**config.mk**
```make
export PLATFORM = sky130hd
export DESIGN_NAME = rx_psdu_deframer
export DESIGN_NICKNAME = d
export VERILOG_FILES = /design/src/rtl/rx_psdu_deframer.sv
export SDC_FILE = /design/constraint.sdc
export NUM_CORES = 1
export LEC_CHECK = 0
export ABC_AREA = 1
export CORE_MARGIN = 2
export CORE_UTILIZATION = 51
export CTS_CLUSTER_DIAMETER = 150
export DETAILED_ROUTE_END_ITERATION = 7
export PLACE_DENSITY = 0.72
export SYNTH_ARGS = -nofsm -noshare
export SYNTH_HDL_FRONTEND = slang
export SYNTH_SLANG_ARGS = --single-unit
```
**constraint.sdc**
```tcl
create_clock -name clock -period 2 [get_ports clock]
set_clock_uncertainty 0.15 [all_clocks]
set_input_delay 0.4 -clock clock [delete_from_list [all_inputs] [get_ports clock]]
set_output_delay 0.4 -clock clock [all_outputs]
set_load 0.01 [all_outputs]
```
**src/rtl/rx_psdu_deframer.sv**
```systemverilog
// ---------------------------------------------------------------------------
// rx_psdu_deframer
//
// Receive-side PSDU deframer for the 802.11a PHY. It takes the serial bit
// stream coming out of the descrambler and does the following:
//   - strips the SERVICE field and checks that every SERVICE bit is zero,
//   - packs the PSDU bits LSB-first into bytes,
//   - delivers exactly LENGTH bytes,
//   - silently swallows the tail and pad bits that follow.
//
// Parameters:
//   SERVICE_BITS           number of leading SERVICE bits stripped and checked
//   LENGTH_WIDTH           width of the PSDU byte-count input
//
// Ports:
//   clock                  rising-edge clock
//   Deframer_Reset_n       asynchronous active-low reset
//   Deframer_Start         one-cycle pulse; starts a frame and latches Length
//   Deframer_Length        PSDU length in bytes
//   Deframer_DataIN        descrambled input bit
//   Deframer_DataIN_VALID  qualifies Deframer_DataIN
//   Deframer_ByteOUT       assembled byte (first received bit in bit 0), 0 when idle
//   Deframer_ByteVALID     one-cycle qualifier for Deframer_ByteOUT
//   Deframer_LastByte      high with ByteVALID on the final PSDU byte
//   Deframer_Done          one-cycle pulse when the PSDU is complete
//   Deframer_ServiceError  sticky flag; some SERVICE bit was 1
//   Deframer_Busy          high while in the SERVICE or PSDU states
// ---------------------------------------------------------------------------
module rx_psdu_deframer #(
   parameter int SERVICE_BITS = 16,
   parameter int LENGTH_WIDTH = 12
) (
   input  logic                    clock,
   input  logic                    Deframer_Reset_n,
   input  logic                    Deframer_Start,
   input  logic [LENGTH_WIDTH-1:0] Deframer_Length,
   input  logic                    Deframer_DataIN,
   input  logic                    Deframer_DataIN_VALID,
   output logic [7:0]              Deframer_ByteOUT,
   output logic                    Deframer_ByteVALID,
   output logic                    Deframer_LastByte,
   output logic                    Deframer_Done,
   output logic                    Deframer_ServiceError,
   output logic                    Deframer_Busy
);

   localparam int SVC_W = (SERVICE_BITS > 1) ? $clog2(SERVICE_BITS) : 1;
   localparam logic [SVC_W-1:0] SVC_LAST = SVC_W'(SERVICE_BITS - 1);
   localparam logic [LENGTH_WIDTH-1:0] LEN_ONE = LENGTH_WIDTH'(1);

   typedef enum logic [1:0] {
      IDLE,
      SERVICE,
      PSDU,
      DISCARD
   } state_t;

   state_t                  state_q, state_d;
   logic [SVC_W-1:0]        svcCnt_q, svcCnt_d;
   logic [2:0]              bitCnt_q, bitCnt_d;
   logic [LENGTH_WIDTH-1:0] byteCnt_q, byteCnt_d;
   logic [LENGTH_WIDTH-1:0] length_q, length_d;
   logic [6:0]              shift_q, shift_d;
   logic [7:0]              byteOut_q, byteOut_d;
   logic                    byteValid_q, byteValid_d;
   logic                    lastByte_q, lastByte_d;
   logic                    done_q, done_d;
   logic                    svcErr_q, svcErr_d;
   logic                    busy_q, busy_d;

   // Next-state logic. Start wins over everything, including a valid bit in
   // the same cycle, which is simply dropped. Outputs are computed here as
   // next values so that every output leaves the block straight from a flop.
   // Only bits 0..6 are kept in the shift register: the eighth bit goes
   // directly into the output byte in the same cycle it arrives.
   always_comb begin
      state_d     = state_q;
      svcCnt_d    = svcCnt_q;
      bitCnt_d    = bitCnt_q;
      byteCnt_d   = byteCnt_q;
      length_d    = length_q;
      shift_d     = shift_q;
      byteOut_d   = 8'h00;
      byteValid_d = 1'b0;
      lastByte_d  = 1'b0;
      done_d      = 1'b0;
      svcErr_d    = svcErr_q;

      if (Deframer_Start) begin
         state_d   = SERVICE;
         svcCnt_d  = '0;
         bitCnt_d  = '0;
         byteCnt_d = '0;
         shift_d   = '0;
         svcErr_d  = 1'b0;
         length_d  = Deframer_Length;
      end else if (Deframer_DataIN_VALID) begin
         unique case (state_q)
            SERVICE: begin
               if (Deframer_DataIN) begin
                  svcErr_d = 1'b1;
               end
               if (svcCnt_q == SVC_LAST) begin
                  svcCnt_d = '0;
                  if (length_q == '0) begin
                     done_d  = 1'b1;
                     state_d = DISCARD;
                  end else begin
                     state_d = PSDU;
                  end
               end else begin
                  svcCnt_d = svcCnt_q + SVC_W'(1);
               end
            end
            PSDU: begin
               bitCnt_d = bitCnt_q + 3'd1;
               for (int i = 0; i < 7; i++) begin
                  if (bitCnt_q == 3'(i)) begin
                     shift_d[i] = Deframer_DataIN;
                  end
               end
               if (bitCnt_q == 3'd7) begin
                  byteOut_d   = {Deframer_DataIN, shift_q};
                  byteValid_d = 1'b1;
                  byteCnt_d   = byteCnt_q + LEN_ONE;
                  if (byteCnt_q == length_q - LEN_ONE) begin
                     lastByte_d = 1'b1;
                     done_d     = 1'b1;
                     state_d    = DISCARD;
                  end
               end
            end
            default: begin
            end
         endcase
      end

      // Busy follows the state being entered, so it drops on the same edge
      // that raises Done.
      busy_d = (state_d == SERVICE) || (state_d == PSDU);
   end

   // State and output registers, cleared asynchronously by reset.
   always_ff @(posedge clock or negedge Deframer_Reset_n) begin
      if (!Deframer_Reset_n) begin
         state_q     <= IDLE;
         svcCnt_q    <= '0;
         bitCnt_q    <= '0;
         byteCnt_q   <= '0;
         length_q    <= '0;
         shift_q     <= '0;
         byteOut_q   <= 8'h00;
         byteValid_q <= 1'b0;
         lastByte_q  <= 1'b0;
         done_q      <= 1'b0;
         svcErr_q    <= 1'b0;
         busy_q      <= 1'b0;
      end else begin
         state_q     <= state_d;
         svcCnt_q    <= svcCnt_d;
         bitCnt_q    <= bitCnt_d;
         byteCnt_q   <= byteCnt_d;
         length_q    <= length_d;
         shift_q     <= shift_d;
         byteOut_q   <= byteOut_d;
         byteValid_q <= byteValid_d;
         lastByte_q  <= lastByte_d;
         done_q      <= done_d;
         svcErr_q    <= svcErr_d;
         busy_q      <= busy_d;
      end
   end

   assign Deframer_ByteOUT      = byteOut_q;
   assign Deframer_ByteVALID    = byteValid_q;
   assign Deframer_LastByte     = lastByte_q;
   assign Deframer_Done         = done_q;
   assign Deframer_ServiceError = svcErr_q;
   assign Deframer_Busy         = busy_q;

endmodule
```
======== Yosys cells after proc, flatten, opt, wreduce, memory -nomap -nowiden ========
Index checks and enable logic that the tools add are counted.
operators by class
  $add $sub $neg .......................... 4
  eq/ne operators ......................... 13
  mux-type cells .......................... 50
  reduce and logical (&&, ||, !) cells .... 26
operators with widths
  cell                     count
  $mux W12                 4
  $mux W8                  4
  $reduce_and A3 Y1        9
  $mux W1                  25
  $reduce_bool A2 Y1       12
  $mux W7                  3
  $mux W4                  4
  $add A12 B1 Y12 const B  1
  $eq A12 B12 Y1           1
  $eq A3 B3 Y1 const B     4
  $logic_not A12 Y1        1
  $sub A12 B1 Y12 const B  1
  $mux W2                  5
  $mux W3                  3
  $eq A3 B2 Y1 const B     2
  $add A4 B1 Y4 const B    1
  $eq A2 B1 Y1 const B     2
  $eq A2 B2 Y1 const B     2
  $eq A4 B4 Y1 const B     1
  $pmux W2 S2              1
  $reduce_and A2 Y1        2
  $add A3 B1 Y3 const B    1
  $eq A3 B1 Y1 const B     1
  $logic_not A3 Y1         1
  2 further kinds          2
word-level totals
  register bits after elaboration ......... 53
  input bits .............................. 17
  output and inout port bits .............. 13
  word-level logic and storage cells ...... 111

======== Depth between registers and ports, before layout ========
  depth after elaboration ................. 9
  depth in mapped cells ................... 17
  mapped depth without buffers ............ 17

======== Worst setup path before layout ========
OpenSTA, ideal clock, no wires.
  path type ............................... register to register
  start point ............................. register state_q[0]
  end point ............................... register byteCnt_q[10]
  library setup time ...................... 0.123 ns
  arrival time ............................ 1.582 ns
  data required time ...................... 1.727 ns
  setup slack ............................. 0.145 ns
  stages on the path, launching flop included .. 12
  path buffers ............................ 0
  clock period less this slack ............ 1.855 ns
  cells stage by stage .................... dfrtp_1 -> inv_1 -> ha_1 -> nand2_1 -> nor2_2 -> inv_2 -> nor3_2 -> nand2_1 -> nor3_2 -> nand2_1 -> o21ai_1 -> a21oi_1
between the ends
  cells in the longest elaborated chain, start to end .. 3
ends and longest elaborated chain
  what                          RTL line  RTL
  start, declared               58        state_t state_q, state_d;
  start signal, assigned        159       state_q <= state_d;
  $eq A2 B2 Y1                  98        unique case (state_q)
  $reduce_bool A2 Y1 (no line)  -
  $reduce_and A3 Y1 (no line)   -
  end signal, assigned          162       byteCnt_q <= byteCnt_d;
  end, declared                 61        logic [LENGTH_WIDTH-1:0] byteCnt_q, byteCnt_d;
No other way between the ends.
A chain may end at the register's enable or synchronous reset.

======== Worst setup path in the final report ========
  start point ............................. register bitCnt_q[0]
  end point ............................... register byteCnt_q[11]
between the ends
  cells in the longest elaborated chain, start to end .. 3
ends and longest elaborated chain
  what                          RTL line  RTL
  start, declared               60        logic [2:0] bitCnt_q, bitCnt_d;
  start signal, assigned        161       bitCnt_q <= bitCnt_d;
  $eq A3 B3 Y1                  122       if (bitCnt_q == 3'd7) begin
  $reduce_bool A2 Y1 (no line)  -
  $reduce_and A3 Y1 (no line)   -
No other way between the ends.

==> impl.org <==
** Run
- Number of maximum-capacitance violations :: 0

** Synth
- Area share of the largest cell type after synthesis :: 0.446
- #FFs+latches synth :: between 50 and 60
- In this run the mean area of a mapped cell was between 7 and 8 um^2.
- After technology mapping, the gate count stands at around 380.
- The complex-gate fraction of the synthesized area is 0.107.
- Post-synthesis adder-cell area fraction :: 0.0505
- Of the post-synthesis cell area, the part taken by muxes is 0.
- Post-Synthesis Net Count :: 413
- Post-synthesis simple-gate area fraction :: 0.301
- In this run the cell area of the synthesized design comes to 2970 um^2.
- Of the synthesized area, sequential elements account for 0.446.
- Yosys instantiated no cell more often than nand2_1.
- By area the synthesized netlist is led by dfrtp_1, nand2_1, inv_1, o21ai_0, ha_1.
- Yosys mapped a number of flops with a built-in enable equal to 0.
- Parity-gate share of the synthesized area counting xor and xnor cells :: 0.0177
- Main combinational cell family by area after synthesis :: simple AND/OR/NAND/NOR gates
- After synthesis, the most frequently instantiated cells are nand2_1, dfrtp_1, inv_1.
- Post-synthesis cell type count :: 33
- Dominant register cell in the synthesized netlist :: dfrtp_1
- Summed over all instances, the cell type with the most area after synthesis is dfrtp_1.
- Synth warn :: 0
- Fraction of registers with async set/reset :: 1.00

** Global routing
- Summed over all layers, the global routing overflow is 0.
- Initial antenna violation count :: 0
- The via count of the first global-routing pass is 2612.
- Wire length of the first global-routing pass :: around 11000 um
- Entering global routing, the biggest net connects between 50 and 60 pins.
- Across every metal layer, demand over resource in global routing totals 0.222.

** Floorplanning
- The total area inside the core boundary comes to between 5000 and 6000 um^2.
- The floorplan step defined a die boundary enclosing between 6000 and 7000 um^2.
- In this run the core area contains 27 standard-cell rows.
- I/O pin cnt :: 30
- Die span in y :: ~80 um
- Starting utilization of the core area :: 0.533
- Die X-Extent :: about 80 um

** Timing
- In the finished design, the share of the clock period the worst path needs comes to 1.00.
- Final-report hold violation count :: 0
- Final setup fails :: 1
- At the pin with the least slew margin, the transition time is 0.592 ns.
- After layout, the worst setup slack is -0.00254 ns.
- Number of pins exceeding their max-slew limit in the final report :: 0
- Post-route minimum period :: 2.00 ns
- Max_slew headroom :: 0.604
- Setup repair after global routing could not meet its margin everywhere.
- Based on the critical path, the design can be clocked at up to around 500 MHz.

** Setup path
- STA classifies the critical path startpoint as a flip-flop.
- Critical path start-end classification :: flip-flop to flip-flop
- The signal on the critical path passes through ha_2 -> ha_4 -> nand2_4 -> nor2_4 -> nand4_1 -> nor3_2 -> nand2_1 -> nor3_2 -> a21oi_1 -> o21a_1.
- Signal arrival time at the worst endpoint :: about 2 ns
- At the worst endpoint, the required time is about 2.1 ns.
- For this run, the slowest stage of the critical path takes ~0.37 ns.
- The worst register-to-register path begins at bitCnt_q[0]$_DFFE_PN0P_.
- Endpoint of the worst-slack reg-to-reg timing path :: byteCnt_q[11]$_DFFE_PN0P_
- Worst path bufs/invs :: 0
- Measured in cells, the most critical reg-to-reg path has a length of 10.
- For this design, the slowest cell found on the critical path is dfrtp_1.
- The worst setup path is captured at a flip-flop.
- Cell repeated most along the worst path :: nor3_2
- Highest net fanout along the worst path :: 3
- Crit path max-delay family :: simple AND/OR/NAND/NOR gates
- Setup slack on the worst reg-to-reg path comes out at -0.003 ns.

** Clocking
- At the later pin of the worst-skew pair, clock insertion delay measures 0.31 ns.
- Root buf cell :: clkbuf_8
- Clock buffers created by TritonCTS :: 5
- No sink is reached through more buffers than the 2 on the longest clock path.
- TritonCTS built the clock tree.
- After clock tree synthesis, the clock-pin slew on the worst setup and hold paths is around 0.09 ns.
- For this design, the sink count on the clock tree is 53.
- The H-tree was split into 2 levels.

** Cells and area
- Counting the fill cells in the layout gives 450.
- Antenna diodes :: 0
- Registers take 1330 um^2.
- The multi-input combinational cells in the finished layout cover a total of 1550 um^2.
- From synthesis to final layout, the design area changed by 30.2%.
- In the final layout, the share of cells above drive strength 1 is 0.208.
- In the final design database the tool counted 482 nets.

** Drt
- Post-route ant nets :: 0
- Via count :: roughly 2700
- Routed wire length :: around 6700 um
- After the first detailed-routing iteration, the DRC count stood at between 100 and 150.
- After detailed routing, the average wire length per cell comes to 12.8 um.
- Vias per cell :: 5.15
- The pre-antenna-repair detailed-routing pass consisted of 4 iterations.
- Post-detailed-route DRC marker count :: 0

** Power and ir drop
- Sum of internal, switching and leakage power :: 2.57 mW
- Power spread over the standard cell area amounts to 663 nW/um^2.
- P_leak :: 1.88 nW
- Worst-case vdd ir drop :: 0.000567 V

** Run status
- Violated checks :: setup timing
- The flow ran to the end, but the final reports show violations.

** Placement
- Before CTS, the worst setup slack after placement is -0.252 ns.
- The congestion estimate from routability-driven global placement came to ~0.9.
- Detailed placement ended at an HPWL of 4790 um.
- During placement, the flow inserted port buffers numbering 29.

** Min path
- In this run the most critical hold path is launched from shift_q[1]$_DFFE_PN0P_.
- Hold-critical path depth :: 2
- The path with the worst hold slack has its endpoint at Deframer_ByteOUT[1]$_DFF_PN0_.
- Path category of the worst min-delay check :: flip-flop to flip-flop
## worst max-delay path by stage
stage | from | end | slack [ns] | cells past startpoint
floorplan | state_q[0]$_DFF_PN0_ | byteCnt_q[10]$_DFFE_PN0P_ | 0.15 | 11
global placement | Deframer_DataIN_VALID | byteCnt_q[10]$_DFFE_PN0P_ | -0.13 | 10
detailed placement | Deframer_DataIN_VALID | byteCnt_q[10]$_DFFE_PN0P_ | -0.25 | 10
CTS | bitCnt_q[0]$_DFFE_PN0P_ | byteCnt_q[10]$_DFFE_PN0P_ | 0.005 | 11
global route | bitCnt_q[0]$_DFFE_PN0P_ | byteCnt_q[11]$_DFFE_PN0P_ | -0.18 | 10
finish | bitCnt_q[0]$_DFFE_PN0P_ | byteCnt_q[11]$_DFFE_PN0P_ | -0.003 | 10
## worst reg2reg max path: stages, from the launching register on
cell	delay (ns)
dfrtp_1	0.37
ha_2	0.21
ha_4	0.15
nand2_4	0.07
nor2_4	0.13
nand4_1	0.12
nor3_2	0.25
nand2_1	0.12
nor3_2	0.15
a21oi_1	0.08
o21a_1	0.11
## registers in the layout (all words and copies together) (netlist names), 2 cells and up
signal,flops
byteCnt_q,12
length_q,12
shift_q,7
bitCnt_q,3
Deframer_ByteOUT,8
state_q,2
svcCnt_q,4
## metrics by stage
step	hold slack (ns)	setup TNS [ns]	utilization	cell area, um^2	cells
5_1_grt	0.384	-0.477	0.694	3870	525
2_1_floorplan	-0.0456	0	-	2970	384
3_3_place_gp	0.266	-0.452	0.641	3570	508
3_5_place_dp	0.268	-1.11	0.641	3570	508
6_report	0.364	-0.00254	0.694	3870	525
4_1_cts	0.369	0	0.661	3680	516
## logic make-up after synthesis
group                    count (synthesis)
AO/OA/AOI/OAI                           59
AND/OR/NAND/NOR                        194
buffers and inverters                   60
flip-flops                              53
adder cells (fa/ha/maj)                 12
XOR/XNOR                                 6
## cell type report
class | count | share of cell area
multi-input combinational | 271 | 0.400
sequential | 53 | 0.343
timing repair buffer | 70 | 0.160
inverter | 52 | 0.0505
tap | 72 | 0.0233
clock buffer | 6 | 0.0213
clock inverter | 1 | 0.00194
## power by group
group	internal [mW]	switching [mW]
Clock	0.275	0.355
Combinational	0.320	0.407
Sequential	1.15	0.0606
## cell usage in the layout (no fill, tap or decap), drive strengths merged
cell type | Yosys | final
buf | 4 | 41
clkdlybuf4s50 | 0 | 28
o21a | 1 | 1
dlygate4sd3 | 0 | 1
nor3b | 2 | 2
a211oi | 2 | 2
ha | 12 | 12
nand4 | 5 | 5
nand3b | 1 | 1
a32o | 1 | 1
clkbuf | 4 | 6
a21oi | 18 | 18
clkinvlp | 0 | 1
or2 | 1 | 1
nand2 | 102 | 102
o21ai | 32 | 32
dfrtp | 53 | 53
nor3 | 14 | 14
and3 | 1 | 1
o31ai | 3 | 3
inv | 51 | 51
clkinv | 1 | 1
nand3 | 24 | 24
xor2 | 5 | 5
nor2 | 44 | 44
a31oi | 2 | 2
xnor2 | 1 | 1
## per-layer routing
metal | share of wire | GRT usage | up-vias
li1 | - | - | 1372
met1 | 0.45 | 0.289 | 1265
met2 | 0.50 | 0.385 | 60
met3 | 0.047 | 0.0427 | 5
met4 | 0.0079 | 0.0424 | 0
met5 | 0 | 0 | -
## timing repair
item	in CTS	in global routing
hold buffers	1	0
setup endpoints to repair	2	12
gates resized for setup	3	29
endpoints found under the hold margin	53	0
pin swaps	0	11
setup buffers	0	9
Power figures use the tool's default switching activity.
